<file path="src/rtl/elevator_pkg.sv">
// Shared types and constants for the SCAN elevator controller.
package elevator_pkg;

  typedef enum logic [1:0] {
    IDLE = 2'd0,
    MOVE = 2'd1,
    DOOR = 2'd2
  } state_t;

  localparam logic DIR_UP   = 1'b1;
  localparam logic DIR_DOWN = 1'b0;

endpackage

</file>
<file path="src/rtl/elevator_req_tracker.sv">
// Pending-call register plus above/below reduction relative to the car position.
module elevator_req_tracker
  import elevator_pkg::*;
#(
  parameter int NUM_FLOORS = 8,
  parameter int FW         = 3
) (
  input  logic                  clk,
  input  logic                  rst,
  input  logic [NUM_FLOORS-1:0] floor_req,
  input  logic [FW-1:0]         current_floor,
  input  logic                  clr_en,
  input  logic [FW-1:0]         clr_floor,
  output logic [NUM_FLOORS-1:0] pending,
  output logic [NUM_FLOORS-1:0] req_eff,
  output logic                  above,
  output logic                  below
);

  logic [NUM_FLOORS-1:0] clr_mask;

  assign req_eff = pending | floor_req;

  // One-hot mask of the call being served (or suppressed) this edge
  always_comb begin
    clr_mask = '0;
    for (int unsigned i = 0; i < NUM_FLOORS; i++) begin
      clr_mask[i] = clr_en && (clr_floor == FW'(i));
    end
  end

  // Latch new calls, drop the one served on this edge
  always_ff @(posedge clk or posedge rst) begin
    if (rst) begin
      pending <= '0;
    end else begin
      pending <= req_eff & ~clr_mask;
    end
  end

  // Any call strictly above / strictly below the current floor
  always_comb begin
    above = 1'b0;
    below = 1'b0;
    for (int unsigned i = 0; i < NUM_FLOORS; i++) begin
      if (req_eff[i]) begin
        if (FW'(i) > current_floor) above = 1'b1;
        if (FW'(i) < current_floor) below = 1'b1;
      end
    end
  end

endmodule

</file>
<file path="src/rtl/elevator_scan_ctrl.sv">
// N-floor SCAN elevator controller: FSM, per-floor travel timer and door dwell timer.
module elevator_scan_ctrl
  import elevator_pkg::*;
#(
  parameter  int NUM_FLOORS  = 8,
  parameter  int MOVE_CYCLES = 3,
  parameter  int DOOR_CYCLES = 4,
  localparam int FW          = (NUM_FLOORS > 1) ? $clog2(NUM_FLOORS) : 1
) (
  input  logic                  clk,
  input  logic                  rst,
  input  logic [NUM_FLOORS-1:0] floor_req,
  output logic [FW-1:0]         current_floor,
  output logic                  direction,
  output logic                  moving,
  output logic                  door_open,
  output logic [NUM_FLOORS-1:0] pending
);

  localparam int MCW = (MOVE_CYCLES > 1) ? $clog2(MOVE_CYCLES) : 1;
  localparam int DCW = (DOOR_CYCLES > 1) ? $clog2(DOOR_CYCLES) : 1;
  localparam logic [MCW-1:0] MOVE_LAST = MCW'(MOVE_CYCLES - 1);
  localparam logic [DCW-1:0] DOOR_LOAD = DCW'(DOOR_CYCLES - 1);
  localparam logic [FW-1:0]  TOP_FLOOR = FW'(NUM_FLOORS - 1);

  state_t                state, state_nxt;
  logic [FW-1:0]         floor_nxt, arrive_floor, clr_floor;
  logic                  dir_nxt, clr_en;
  logic [MCW-1:0]        move_cnt, move_nxt;
  logic [DCW-1:0]        door_cnt, door_nxt;
  logic [NUM_FLOORS-1:0] req_eff;
  logic                  above, below, ahead, behind;

  elevator_req_tracker #(
    .NUM_FLOORS(NUM_FLOORS),
    .FW        (FW)
  ) u_tracker (
    .clk          (clk),
    .rst          (rst),
    .floor_req    (floor_req),
    .current_floor(current_floor),
    .clr_en       (clr_en),
    .clr_floor    (clr_floor),
    .pending      (pending),
    .req_eff      (req_eff),
    .above        (above),
    .below        (below)
  );

  assign ahead        = (direction == DIR_UP) ? above : below;
  assign behind       = (direction == DIR_UP) ? below : above;
  assign arrive_floor = (direction == DIR_UP) ? current_floor + FW'(1) : current_floor - FW'(1);

  // Next-state, timers and serve/clear decisions
  always_comb begin
    state_nxt = state;
    floor_nxt = current_floor;
    dir_nxt   = direction;
    move_nxt  = move_cnt;
    door_nxt  = door_cnt;
    clr_en    = 1'b0;
    clr_floor = current_floor;
    case (state)
      IDLE: begin
        if (req_eff[current_floor]) begin
          state_nxt = DOOR;
          clr_en    = 1'b1;
          door_nxt  = DOOR_LOAD;
        end else if (ahead) begin
          state_nxt = MOVE;
          move_nxt  = '0;
        end else if (behind) begin
          state_nxt = MOVE;
          dir_nxt   = ~direction;
          move_nxt  = '0;
        end
      end
      MOVE: begin
        if (move_cnt == MOVE_LAST) begin
          move_nxt  = '0;
          floor_nxt = arrive_floor;
          if (req_eff[arrive_floor]) begin
            state_nxt = DOOR;
            clr_en    = 1'b1;
            clr_floor = arrive_floor;
            door_nxt  = DOOR_LOAD;
          end
        end else begin
          move_nxt = move_cnt + MCW'(1);
        end
      end
      DOOR: begin
        // A re-press of this floor only extends the dwell; never latch it
        clr_en = 1'b1;
        if (floor_req[current_floor]) begin
          door_nxt = DOOR_LOAD;
        end else if (door_cnt == '0) begin
          state_nxt = IDLE;
        end else begin
          door_nxt = door_cnt - DCW'(1);
        end
      end
      default: state_nxt = IDLE;
    endcase
  end

  // State, position, direction, timers and decoded outputs
  always_ff @(posedge clk or posedge rst) begin
    if (rst) begin
      state         <= IDLE;
      current_floor <= '0;
      direction     <= DIR_UP;
      move_cnt      <= '0;
      door_cnt      <= '0;
      moving        <= 1'b0;
      door_open     <= 1'b0;
    end else begin
      state         <= state_nxt;
      current_floor <= floor_nxt;
      direction     <= dir_nxt;
      move_cnt      <= move_nxt;
      door_cnt      <= door_nxt;
      moving        <= (state_nxt == MOVE);
      door_open     <= (state_nxt == DOOR);
    end
  end

  floor_in_range: assert property (@(posedge clk) disable iff (rst)
    current_floor <= TOP_FLOOR);

  no_step_past_end: assert property (@(posedge clk) disable iff (rst)
    (state == MOVE && move_cnt == MOVE_LAST) |->
      ((direction == DIR_UP) ? (current_floor != TOP_FLOOR) : (current_floor != '0)));

endmodule

</file>
<file path="config.mk">
export PLATFORM = sky130hd
export DESIGN_NAME = elevator_scan_ctrl
export DESIGN_NICKNAME = d
export VERILOG_FILES = /design/src/rtl/elevator_pkg.sv /design/src/rtl/elevator_req_tracker.sv /design/src/rtl/elevator_scan_ctrl.sv
export SDC_FILE = /design/constraint.sdc
export NUM_CORES = 1
export LEC_CHECK = 0
export ABC_AREA = 1
export CORE_MARGIN = 2
export CORE_UTILIZATION = 60
export DETAILED_ROUTE_END_ITERATION = 8
export DONT_BUFFER_PORTS = 1
export MAX_ROUTING_LAYER = met4
export PLACE_DENSITY_LB_ADDON = 0.2
export SYNTH_ARGS = -nofsm -noshare
export SYNTH_HDL_FRONTEND = slang
export SYNTH_SLANG_ARGS = --single-unit
</file>
<file path="constraint.sdc">
create_clock -name clk -period 5.8 [get_ports clk]
set_clock_uncertainty 0.1 [all_clocks]
set_input_delay 0.87 -clock clk [delete_from_list [all_inputs] [get_ports clk]]
set_output_delay 0.87 -clock clk [all_outputs]
set_load 0.01 [all_outputs]
</file>
Word level (Yosys, flattened, before mapping)
Index checks and enable logic that the tools add are counted.

Register bits after elaboration: 20. Output and inout bits: 14. Word-level logic and storage cells: 138.

Reduce and logical (&&, ||, !) cells: 17. Order comparisons: 18. Bitwise logic cells: 6. Add/subtract/negate cells: 4. Eq/ne operators: 18. Muxes and demuxes: 67.

Operators with widths (number): 1-bit two-way mux (40); 2-bit two-way mux (16); 3-bit == test (second input constant) (4); 3-bit greater-than comparator (first input constant) (4); 3-bit less-than comparator (first input constant) (4); 3-bit two-way mux (4); 2-bit one-hot mux with 3 select lines (2); 1-bit binary-select mux with 3-bit select (3); 8-bit AND (1); 1-bit logical AND (8); 3-bit by 4-bit less-than comparator with 1-bit output (second input constant) (2); 2-bit inequality test (second input constant) (4); 8-bit NOT (1); 8-bit bitwise OR (1); 2-bit == test (second input constant) (3); 3-bit by 2-bit == test with 1-bit output (second input constant) (2); 1-bit by 3-bit greater-than comparator with 1-bit output (first input constant) (2); 2-bit by 3-bit greater-than comparator with 1-bit output (first input constant) (2); 1-bit by 3-bit less-than comparator with 1-bit output (first input constant) (2); 2-bit by 3-bit less-than comparator with 1-bit output (first input constant) (2); 3-bit inequality test (second input constant) (2); 5-bit AND reduction (1); 2-bit by 1-bit == test with 1-bit output (second input constant) (2); 2-bit zero test (2); 14 further kinds (16).

Longest topological paths before layout
Gate-level depths: netlist (run 1).

Depth after elaboration: 23. Depth in mapped cells: 16. Depth with buffers taken out: 15.

By module
Synthesis (run 1) repeated with hierarchy kept, for this count alone.

Cells, all modules: 233. Area total of the unflattened synthesis: 1554.0 um^2.

By module, submodules not included: elevator_scan_ctrl (cells each 144, instances 1, sequential area each 301.5 um^2, area an instance 1017.2 um^2); elevator_req_tracker (cells each 89, instances 1, sequential area each 200.2 um^2, area an instance 536.8 um^2).

Worst setup path before layout (run 1)
OpenSTA, ideal clock, no wires.

Path kind: flip-flop to flip-flop. Start: register current_floor[0]. End: register u_tracker.pending[3]. Setup time: 0.128 ns. Setup slack: 3.545 ns. Cell stages (with the launch flop): 16. Arrival: 2.026 ns. Path through: dfrtp_1 inv_2 buf_6 ha_1 inv_1 nand2_1 nand2_1 nand3_1 nand3_2 nand2_1 nor2_4 nand3_1 nand2_2 nand2_1 nor2_1 nor2_1.

Longest elaborated chain between the ends: 11.

RTL lines: start, declared (line elevator_scan_ctrl.sv:13) `output logic [FW-1:0] current_floor,`; start signal, assigned (line elevator_scan_ctrl.sv:119) `current_floor <= floor_nxt;`; 3-bit by 1-bit subtractor with 3-bit output or 3-bit by 1-bit adder with 3-bit output (tied branches) (line elevator_scan_ctrl.sv:52) `assign arrive_floor = (direction == DIR_UP) ? current_floor + FW'(1) : current_floor - FW'(1);`; 3-bit two-way mux (line elevator_scan_ctrl.sv:52); 1-bit binary-select mux with 3-bit select (line elevator_scan_ctrl.sv:82) `if (req_eff[arrive_floor]) begin`; 1-bit two-way mux (implied by the code) (line elevator_scan_ctrl.sv:82); 3-bit two-way mux (line elevator_scan_ctrl.sv:82); 3-bit two-way mux (line elevator_scan_ctrl.sv:79) `if (move_cnt == MOVE_LAST) begin`; 3-bit two-way mux (line elevator_scan_ctrl.sv:63) `case (state)`; 3-bit by 2-bit == test with 1-bit output (line elevator_req_tracker.sv:28) `clr_mask[i] = clr_en && (clr_floor == FW'(i));`; 1-bit logical AND * (line elevator_req_tracker.sv:28); 8-bit NOT * (line elevator_req_tracker.sv:37) `pending <= req_eff & ~clr_mask;`; 8-bit AND * (line elevator_req_tracker.sv:37); end signal, assigned (line elevator_req_tracker.sv:37); end, declared (line elevator_req_tracker.sv:14) `output logic [NUM_FLOORS-1:0] pending,`.

Mark *: on every way between the ends. The rest lies on a longest branch, timed or not. The select of a mux whose other input is x is not followed. A chain may end at the register's enable or synchronous reset.

Worst setup path after layout (run 1)
Start: register current_floor[0]. End: register u_tracker.pending[1].

Longest elaborated chain between the ends: 11.

RTL lines (line): 3-bit by 1-bit subtractor with 3-bit output or 3-bit by 1-bit adder with 3-bit output (tied branches) (elevator_scan_ctrl.sv:52); 3-bit two-way mux (elevator_scan_ctrl.sv:52); 1-bit binary-select mux with 3-bit select (elevator_scan_ctrl.sv:82); 1-bit two-way mux (implied by the code) (elevator_scan_ctrl.sv:82); 3-bit two-way mux (elevator_scan_ctrl.sv:82); 3-bit two-way mux (elevator_scan_ctrl.sv:79); 3-bit two-way mux (elevator_scan_ctrl.sv:63); 3-bit by 1-bit == test with 1-bit output (elevator_req_tracker.sv:28); 1-bit logical AND * (elevator_req_tracker.sv:28); 8-bit NOT * (elevator_req_tracker.sv:37); 8-bit AND * (elevator_req_tracker.sv:37).

Marks and branches as above.

==> results.ini, run 1 <==
[yosys]
synth_seq_cells = 20
synth_seq_area_share_pct = 33.1
yosys.area_share.adder_pct = 5.79
async_flop_share_pct = 100
syn_nets = 239
synth_compound_area_share_pct = 12.8
syn_area_um2 = 1510
synth_common_cells = 60 x nand2_1, 30 x nor2_1, 19 x dfrtp_1, 19 x inv_1, 17 x nand3_1
synth_cell_type_count = 35
synthCells = 222
synthSimpleGateAreaFrac_pct = 38.8
synth_edf_count = 0
synth_top_family_by_area = simple AND/OR/NAND/NOR gates
yosys_warnings = 0
synthTopCellsByArea = dfrtp_1 31%, nand2_1 15%, nor2_1 7.4%, ha_1 5.8%, nand3_1 5.6%
synth_largest_area_cell = dfrtp_1
synth_flop_cell = dfrtp_1
syn_area_per_cell_um2 = 6.82
synth_mux_area_share_pct = 0
synthXorXnorAreaFrac_pct = 0.579
synth.top_cell.area_share_pct = 31.4
synth_most_common_cell = nand2_1

[clock_network]
clk_pin_slew_ns = 0.12
cts_buffers = 3
clock_sinks = 20
cts_tree = yes
clock_latency_ns = 0.31
post-cts-setup-buffers = 0
cts_buffer_depth = 2
holdBufCountCts = 0
htree_num_levels = 1
clock-root-buffer = clkbuf_4
cts-resized-gates = 0

[power]
p_leak_nw = 0.770
switchingPower_w = 0.000262
p_seq_share_pct = 37.0
vdd.ir_drop.worst_mv = 0.272
swShare_pct = 44.7
clkPwrFrac_pct = 19.9
p_per_area_nw_per_um2 = 371
p_int_w = 0.000324
pwr-share-comb_pct = 43.1

[sta]
drv_slew = 0
fin_crit_ns = 2.81
worst_pin_slew_ns = 0.740
fin_crit_sh_pct = 48.5
fmax_mhz = 355
relSlewSlack_pct = 50.6
setup_slack_ns = 2.99
hold_viol = 0
rsz0062_at_grt = false
setup_viol = 0
fin_tns_setup_ns = 0

[status]
status = completed

[global_route]
grt_remaining_overflow = 0
global_route.usage.total_pct = 28.0
antenna_found_initial = 0
first_global_vias = 1328
grt_pass1_wl_um = 5700
grt_max_degree = 21

[layout]
layout-drive-gt1-share_pct = 13.9
finalNetCount = 241
area_growth_pct = 4.38
n_antenna_cell = 0

[floorplanning]
die_area_um2 = 2940
row_count = 18
fp.coreArea_um2 = 2430
io_pins = 24
initial_core_util_pct = 62.2
die_w_um = 54.2
die_h_um = 54.2

[routing]
route.detailed.drc = 0
viasPerCell = 5.75
ant_nets = 0
wl_per_cell_um = 14.3
via_count = 1456
drt_wl_total_um = 3630
drtIter0Drc = 51
dr.pass1.iters = 4

[setup_path]
setup.worst_path.class = flip-flop to flip-flop
cpMaxStageDelayCell = dfrtp_1
startpoint_type = flip-flop
critPathCaptureType = flip-flop
crit_required_ns = 5.90
crit_chain = inv_2 > ha_1 > inv_1 > nand2_1 > nand2_1 > nand3_1 > nand3_2 > nand2_1 > nor2_4 > nand3_1 > nand2_1 > nand2_1 > nor2_1 > nor2_1
crit_path_max_fanout = 20
cpMostUsedCell = nand2_1
cp_data_arrival_time_ns = 2.92
max_stage_delay_ns = 0.73

[placement]
pre_cts_slack_ns = 3.05
io_buffers = 0
gp_congestion = 0.968
hpwlAfterDp_um = 2710

[run]
cap_violations = 0

[worst_hold_path]
hold_path.class = flip-flop to flip-flop

power groups by stage:
stage          Combinational, W  Sequential, W  Clock, W
2_1_floorplan          0.000214       0.000205         0
3_3_place_gp           0.000239       0.000218         0
3_5_place_dp           0.000248       0.000219         0
4_1_cts                0.000250       0.000217  0.000117
5_1_grt                0.000288       0.000222  0.000121
6_report               0.000252       0.000217  0.000117
cells in the final DEF, fill, tap and decap left out, types with 5 or more instances in the layout:
| master | n |
|---|---|
| nand2_1 | 60 |
| nor2_1 | 30 |
| inv_1 | 19 |
| dfrtp_1 | 19 |
| nand3_1 | 17 |
| a21oi_1 | 9 |
| inv_2 | 8 |
| o21ai_0 | 8 |
| o21ai_1 | 7 |
| ha_1 | 7 |
| nand2_2 | 5 |
registers in the layout, indices dropped and copies added (netlist names):
name	cells
current_floor	3
move_cnt	2
door_open	1
u_tracker.pending	8
moving	1
direction	1
door_cnt	2
state	2
critical path: cells and delay by family, from the launching register on:
family | cells | cell delay, ns
flip-flops | 1 | 0.73
adder cells (fa/ha/maj) | 1 | 0.39
AND/OR/NAND/NOR | 11 | 1.09
buffers and inverters | 2 | 0.37
per-stage QoR:
step / utilization (%) / hold WS (ns) / instances / instance area, um2 / power, W
2_1_floorplan: - / 0.383 / 222 / 1510 / 0.000419
3_3_place_gp: 62.8 / 0.408 / 249 / 1530 / 0.000457
3_5_place_dp: 62.8 / 0.412 / 249 / 1530 / 0.000468
4_1_cts: 65.0 / 0.433 / 253 / 1580 / 0.000584
5_1_grt: 65.0 / 0.458 / 253 / 1580 / 0.000631
6_report: 65.0 / 0.434 / 253 / 1580 / 0.000586
area by class of cell:
class,count,area (um2)
Clock buffer,3,22.5
Clock inverter,1,30.0
Fill cell,235,852
Inverter,29,111
Multi-Input combinational cell,170,877
Sequential cell,20,502
Tap cell,30,37.5
routing by layer:
layer | global-route usage, % | vias to the layer above | wire length [um]
met5 | - | - | 0
li1 | - | 719 | -
met3 | 4.10 | 7 | 213
met1 | 34.3 | 675 | 1540
met2 | 46.2 | 55 | 1820
met4 | 11.7 | 0 | 50
cells by family (layout without fill, tap and decap cells):
kind of cell,after synthesis,count (layout)
AO/OA/AOI/OAI,34,34
AND/OR/NAND/NOR,128,128
XOR/XNOR,1,1
buffers and inverters,32,33
flip-flops,20,20
adder cells (fa/ha/maj),7,7
final timing paths:
path | from | end | slack [ns] | depth (start not counted)
worst max register to register | current_floor[0] | u_tracker.pending[1] | 2.99 | 14
max in group asynchronous | rst | u_tracker.pending[7] | 4.68 | 1
min in group asynchronous | rst | current_floor[0] | 0.46 | 1
worst max-delay path | current_floor[0] | u_tracker.pending[1] | 2.99 | 14
worst min register to register | state[0] | state[0] | 0.43 | 1
worst min-delay path | state[0] | state[0] | 0.43 | 1
No activity file was read; power rests on OpenSTA's default activity.
==> run 2, diff against run 1 <==
==> constraint.sdc (replaced) <==
create_clock -name clk -period 2.59 [get_ports clk]
set_clock_uncertainty 0.1 [all_clocks]
set_input_delay 0.3885 -clock clk [delete_from_list [all_inputs] [get_ports clk]]
set_output_delay 0.3885 -clock clk [all_outputs]
set_load 0.01 [all_outputs]
==> run 2 against run 1 <==
Net effect: the run now ends with negative hold slack left; worst hold slack worse by 0.44 ns; combinational power up 150%; die area unchanged; critical endpoint is now u_tracker.pending[5].
==> results.ini, run 2 (synthesized netlist as in run 1, its figures left out) <==
[floorplanning]
row_count = 18  ; unchanged
initial_core_util_pct = 62.2  ; unchanged
die_w_um = 54.2  ; unchanged
fp.coreArea_um2 = 2430  ; unchanged
die_h_um = 54.2  ; unchanged
die_area_um2 = 2940  ; unchanged
io_pins = 24  ; unchanged

[status]
violations = negative hold slack
status = finished, violations left

[sta]
fin_tns_setup_ns = 0  ; unchanged
rsz0062_at_grt = false
relSlewSlack_pct = 49.7  ; -0.87 points
setup_viol = 0  ; unchanged
timing.hold.ws_ns = -0.00793  ; -0.442 ns
fmax_mhz = 421  ; +19%
hold_viol = 7  ; +7
drv_slew = 0  ; unchanged
fin_crit_sh_pct = 91.6  ; +43 points
fin_crit_ns = 2.37  ; -0.441 ns
worst_pin_slew_ns = 0.753  ; +0.0130 ns

[placement]
hpwlAfterDp_um = 2800  ; +3.3%
gp_congestion = 0.925  ; -4.5%
io_buffers = 0  ; unchanged

[global_route]
grt_max_degree = 21  ; unchanged
antenna_found_initial = 0  ; unchanged
grt_remaining_overflow = 0  ; unchanged
global_route.usage.total_pct = 27.7  ; -0.33 points
grt_pass1_wl_um = 5720  ; +0.37%
first_global_vias = 1322  ; -0.45%

[power]
swShare_pct = 44.2  ; -0.41 points
p_int_w = 0.000743  ; +130%
switchingPower_w = 0.000590  ; +130%
p_leak_nw = 0.788  ; +2.3%
power_w = 0.00133  ; +130%
clkPwrFrac_pct = 19.1  ; -0.8 points
p_per_area_nw_per_um2 = 827  ; +120%
pwr-share-comb_pct = 46.7  ; +3.6 points
vdd.ir_drop.worst_mv = 0.687  ; +150%
p_seq_share_pct = 34.2  ; -2.8 points

[routing]
via_count = 1491  ; +2.4%
route.detailed.drc = 0  ; unchanged
wl_per_cell_um = 14.2  ; -0.82%
drtIter0Drc = 70  ; +37%
dr.pass1.iters = 6  ; +2
viasPerCell = 5.80  ; +0.81%
ant_nets = 0  ; unchanged
drt_wl_total_um = 3650  ; +0.74%

[layout]
n_antenna_cell = 0  ; unchanged
area_growth_pct = 6.45
layout-drive-gt1-share_pct = 15.9  ; +2.0 points
layout_common_cells = 60 x nand2_1, 30 x nor2_1, 19 x inv_1, 18 x dfrtp_1, 17 x nand3_1
largest_reg_flops = 8  ; unchanged
final_common_cell = nand2_1
top_register = u_tracker.pending
finalNetCount = 245  ; +1.7%
top_regs = u_tracker.pending (8), current_floor (3)

[setup_path]
cpMaxStageDelayCell = dfrtp_1
crit_chain = inv_2 > ha_1 > inv_1 > nand2_1 > nand2_1 > nand3_1 > nand3_2 > nand2_1 > nor2_4 > nand3_1 > nand2_1 > nand2_1 > nor2_1 > nor2_1
startpoint_type = flip-flop
crit_required_ns = 2.67  ; -3.23 ns
critical_path.top_delay_family = simple AND/OR/NAND/NOR gates
path_buf_inv = 2  ; unchanged
cp_data_arrival_time_ns = 2.45  ; -0.47 ns
critPathCaptureType = flip-flop
max_stage_delay_ns = 0.50  ; -0.23 ns
cpMostUsedCell = nand2_1
setup.worst_path.class = flip-flop to flip-flop
crit_path_max_fanout = 8  ; -60%

[clock_network]
clk_pin_slew_ns = 0.12  ; about the same
holdBufCountCts = 0  ; unchanged
cts_buffers = 3  ; unchanged
clock_sinks = 20  ; unchanged
cts_tree = yes
clock_latency_ns = 0.30  ; about the same
htree_num_levels = 1  ; unchanged
cts_buffer_depth = 2  ; unchanged
clock-root-buffer = clkbuf_4

[run]
cap_violations = 0  ; unchanged

[worst_hold_path]
hold_path.class = primary input to async pin

==> run 2: changes by cell type in the layout (fill, tap and decap cells not counted) <==
cell / before / now
dfrtp_1: 19 / 18
dfrtp_2: 0 / 1
buf_4: 0 / 4
==> run 2: worst register-to-register path, cell delays in order, from the launching register on <==
cell     delay, ns
dfrtp_1       0.50
inv_2         0.14
ha_1          0.33
inv_1         0.09
nand2_1       0.05
nand2_1       0.12
nand3_1       0.11
nand3_2       0.12
nand2_1       0.09
nor2_4        0.16
nand3_1       0.09
nand2_1       0.12
nand2_1       0.09
nor2_1        0.10
nor2_1        0.05
==> run 2: layer usage <==
| layer | GRT usage, % | share of wire [%] | up-vias |
|---|---|---|---|
| li1 | - | - | 723 |
| met4 | 8.33 | 1.0 | 0 |
| met1 | 34.8 | 42 | 691 |
| met5 | - | 0 | - |
| met3 | 1.91 | 8.1 | 7 |
| met2 | 47.8 | 49 | 70 |
==> run 2: final timing paths <==
kind	startpoint	endpoint	slack [ns]	cells past startpoint
worst max-delay path	current_floor[1]	u_tracker.pending[5]	0.22	14
max in group asynchronous	rst	current_floor[0]	1.89	1
worst min-delay path	rst	current_floor[1]	-0.008	1
min in group clk	floor_req[7]	u_tracker.pending[7]	0.17	2
worst min register to register	door_cnt[1]	door_cnt[1]	0.44	2
worst max register to register	current_floor[1]	u_tracker.pending[5]	0.22	14
==> run 2: through the flow <==
stage	cell area, um2	util (%)	hold WS [ns]	cells	setup slack, ns
6_report	1610	66.3	-0.00793	257	0.217
5_1_grt	1610	66.3	0.0466	257	0.00426
4_1_cts	1610	66.2	0.0112	257	0.255
3_5_place_dp	1560	64.0	0.350	253	0.284
3_3_place_gp	1560	64.0	0.337	253	0.362
2_1_floorplan	1510	-	0.252	222	0.335
==> run 2: layout make-up <==
type / instances / area [um2]
clock buffer: 3 / 22.5
clock inverter: 1 / 30.0
fill: 208 / 821
inverter: 29 / 111
multi-input combinational: 170 / 877
sequential: 20 / 503
tap: 30 / 37.5
timing repair buffer: 4 / 30.0
==> run 2: what timing repair did <==
action                                 CTS  global route
gates resized for setup                  0             1
setup buffers                            0             0
endpoints found under the hold margin    0             0
setup endpoints to repair                0             2
==> run 2: power groups by stage <==
stage | logic, W | registers, W | clock network, W
floorplan | 0.000478 | 0.000460 | 0
global placement | 0.000586 | 0.000459 | 0
detailed placement | 0.000610 | 0.000462 | 0
CTS | 0.000613 | 0.000455 | 0.000260
global route | 0.000697 | 0.000467 | 0.000275
finish | 0.000623 | 0.000456 | 0.000254
==> run 3, diff against run 2 <==
--- a/config.mk
+++ b/config.mk
@@ -5,11 +5,11 @@
 export SDC_FILE = /design/constraint.sdc
 export NUM_CORES = 1
 export LEC_CHECK = 0
-export ABC_AREA = 1
 export CORE_MARGIN = 2
 export CORE_UTILIZATION = 60
 export DETAILED_ROUTE_END_ITERATION = 8
 export DONT_BUFFER_PORTS = 1
+export GPL_ROUTABILITY_DRIVEN = 0
 export MAX_ROUTING_LAYER = met4
 export PLACE_DENSITY_LB_ADDON = 0.2
 export SYNTH_ARGS = -nofsm -noshare
==> run 3 against run 2 <==
Net effect: the flow still finishes with violations (negative hold slack); final cell count decreased by 31%; die area decreased by 6.0%; total power decreased by 23%; area after synthesis decreased by 6.4%; synthesized cell count decreased by 36%; combinational power decreased by 36%; critical path type unchanged; largest cell class unchanged; largest power group is now sequential cells.
==> results.ini, run 3 <==
[yosys]
syn_area_per_cell_um2 = 10.0  ; +47%
synth.top_cell.area_share_pct = 33.6  ; +2.2 points
syn_area_um2 = 1420  ; -6.4%
synthTopCellsByArea = dfrtp_1 34%, mux4_2 8.0%, ha_1 6.2%, a21oi_1 3.9%, nand2_1 3.4%
synth_seq_cells = 20  ; unchanged
synth_most_common_cell = dfrtp_1
synthCells = 141  ; -36%
synth_seq_area_share_pct = 35.4  ; +2.3 points
synth_flop_cell = dfrtp_1
synth_common_cells = 19 x dfrtp_1, 13 x nand2_1, 12 x nor2_1
synth_cell_type_count = 43  ; +23%
synth_largest_area_cell = dfrtp_1
synth_edf_count = 0  ; unchanged
async_flop_share_pct = 100  ; unchanged
yosys_warnings = 0  ; unchanged
syn_nets = 158  ; -34%

[sta]
timing.hold.ws_ns = -0.0118  ; -0.00386 ns
fin_crit_ns = 2.45  ; +0.0765 ns
fin_crit_sh_pct = 94.6  ; +3.0 points
fin_tns_setup_ns = 0  ; unchanged
fmax_mhz = 408  ; -3.1%
drv_slew = 0  ; unchanged
worst_pin_slew_ns = 0.761  ; +0.00794 ns
relSlewSlack_pct = 49.2  ; -0.53 points
rsz0062_at_grt = false
hold_viol = 19  ; +12
setup_viol = 0  ; unchanged

[routing]
ant_nets = 0  ; unchanged
via_count = 1176  ; -21%
route.detailed.drc = 0  ; unchanged
dr.pass1.iters = 6  ; unchanged
drt_wl_total_um = 3340  ; -8.7%
drtIter0Drc = 66  ; -5.7%
viasPerCell = 6.64  ; +15%
wl_per_cell_um = 18.8  ; +33%

[power]
p_seq_share_pct = 42.6  ; +8.4 points
clkPwrFrac_pct = 18.1  ; -1.0 points
vdd.ir_drop.worst_mv = 0.436  ; -36%
p_per_area_nw_per_um2 = 652  ; -21%
p_int_w = 0.000649  ; -13%
swShare_pct = 36.4  ; -7.8 points
switchingPower_w = 0.000372  ; -37%
pwr-share-comb_pct = 39.3  ; -7.4 points
p_leak_nw = 0.665  ; -16%

[setup_path]
critPathCaptureType = flip-flop
cp_data_arrival_time_ns = 2.55  ; +0.10 ns
crit_path_max_fanout = 4  ; -4
setup.worst_path.class = flip-flop to flip-flop
crit_required_ns = 2.69  ; +0.02 ns
startpoint_type = flip-flop

[clock_network]
clock_sinks = 20  ; unchanged
clk_pin_slew_ns = 0.11  ; about the same
cts_tree = yes
htree_num_levels = 1  ; unchanged
cts_buffers = 3  ; unchanged
cts_buffer_depth = 2  ; unchanged
holdBufCountCts = 0  ; unchanged
clock-root-buffer = clkbuf_4
clock_latency_ns = 0.31  ; about the same

[status]
violations = negative hold slack
status = finished, violations left

[global_route]
grt_remaining_overflow = 0  ; unchanged
antenna_found_initial = 0  ; unchanged
global_route.usage.total_pct = 28.7  ; +1.0 points
first_global_vias = 1165  ; -12%
grt_pass1_wl_um = 5540  ; -3.1%
grt_max_degree = 21  ; unchanged

[floorplanning]
row_count = 17  ; -1
fp.coreArea_um2 = 2210  ; -9.1%
io_pins = 24  ; unchanged
initial_core_util_pct = 64.0  ; +1.8 points
die_w_um = 52.6  ; -3.0%
die_h_um = 52.6  ; -3.0%
die_area_um2 = 2770  ; -6.0%

[placement]
io_buffers = 0  ; unchanged
hpwlAfterDp_um = 2600  ; -7.1%
dpl-instance-area_um2 = 1520  ; -2.4%
dp_cells = 173  ; -32%

[layout]
post-route-util_pct = 70.8  ; +4.5 points
n_antenna_cell = 0  ; unchanged
largest_reg_flops = 8  ; unchanged
fin_area_um2 = 1570  ; -2.9%
top_register = u_tracker.pending
final_common_cell = dfrtp_1
layout-drive-gt1-share_pct = 20.8  ; +4.9 points
layout_common_cells = 18 x dfrtp_1, 13 x nand2_1, 12 x nor2_1, 11 x a21oi_1, 8 x buf_4
area_growth_pct = 10.5
finalNetCount = 167  ; -32%
finalNonFillerCells = 177  ; -31%
top_regs = u_tracker.pending (8), current_floor (3)

[run]
cap_violations = 0  ; unchanged

[worst_hold_path]
hold_path.class = primary input to async pin

-- run 3: worst paths after layout --
check / start / end / slack, ns / cells after the start
worst max-delay path: current_floor[0] / door_cnt[0] / 0.14 / 8
worst min-delay path: rst / u_tracker.pending[4] / -0.01 / 1
worst max register to register: current_floor[0] / door_cnt[0] / 0.14 / 8
worst min register to register: door_cnt[1] / door_cnt[1] / 0.43 / 1
max in group asynchronous: rst / current_floor[0] / 1.87 / 1
min in group clk: floor_req[7] / u_tracker.pending[7] / 0.19 / 2
-- run 3: worst max-delay path, cell delays in order (launching register included) --
cell and delay, ns:
dfrtp_2 0.47, inv_4 0.10, ha_4 0.22, xnor2_4 0.16, mux4_2 0.37, mux2i_2 0.18, a31oi_2 0.16, a211oi_4 0.26
mux2_4 0.33
-- run 3: cell type report --
cell class	instances	area, um2
Timing Repair Buffer	9	71.3
Inverter	7	28.8
Fill cell	176	647
Clock buffer	4	36.3
Sequential cell	20	503
Multi-Input combinational cell	109	891
Tap cell	28	35.0
-- run 3: logic make-up after synthesis --
family | after synthesis | synth area share, %
buffers and inverters | 12 | 4.06
xor gates and xnor gates | 5 | 3.62
muxes | 10 | 13.3
and+or+nand+nor | 41 | 13.9
adders and majority gates | 7 | 6.18
DFF | 20 | 35.4
AOI/OAI and AO/OA | 46 | 23.5
-- run 3: power by group through the flow --
stage | combinational [W] | clock, W | sequential (W)
after global routing | 0.000438 | 0.000200 | 0.000444
final | 0.000401 | 0.000185 | 0.000435
after floorplan | 0.000320 | 0 | 0.000424
after CTS | 0.000396 | 0.000187 | 0.000435
after global placement | 0.000381 | 0 | 0.000439
after detailed placement | 0.000394 | 0 | 0.000441
-- run 3: layer usage --
metal / routed length (um) / GRT usage [%]
met1: 1220 / 34.7
met2: 1820 / 49.2
met3: 278 / 3.14
met4: 20 / 11.1
met5: 0 / -
-- run 3: per-stage QoR --
| stage | worst slack [ns] | power (W) |
|---|---|---|
| 3_5_place_dp | 0.0864 | 0.000835 |
| 2_1_floorplan | 0.000553 | 0.000744 |
| 4_1_cts | 0.0545 | 0.00102 |
| 3_3_place_gp | 0.153 | 0.000819 |
| 5_1_grt | 0.00491 | 0.00108 |
| 6_report | 0.141 | 0.00102 |
-- run 3: repair_timing --
action / CTS / global route
resized for setup: 0 / 4
endpoints found under the setup margin: 0 / 2
setup buffers: 0 / 0
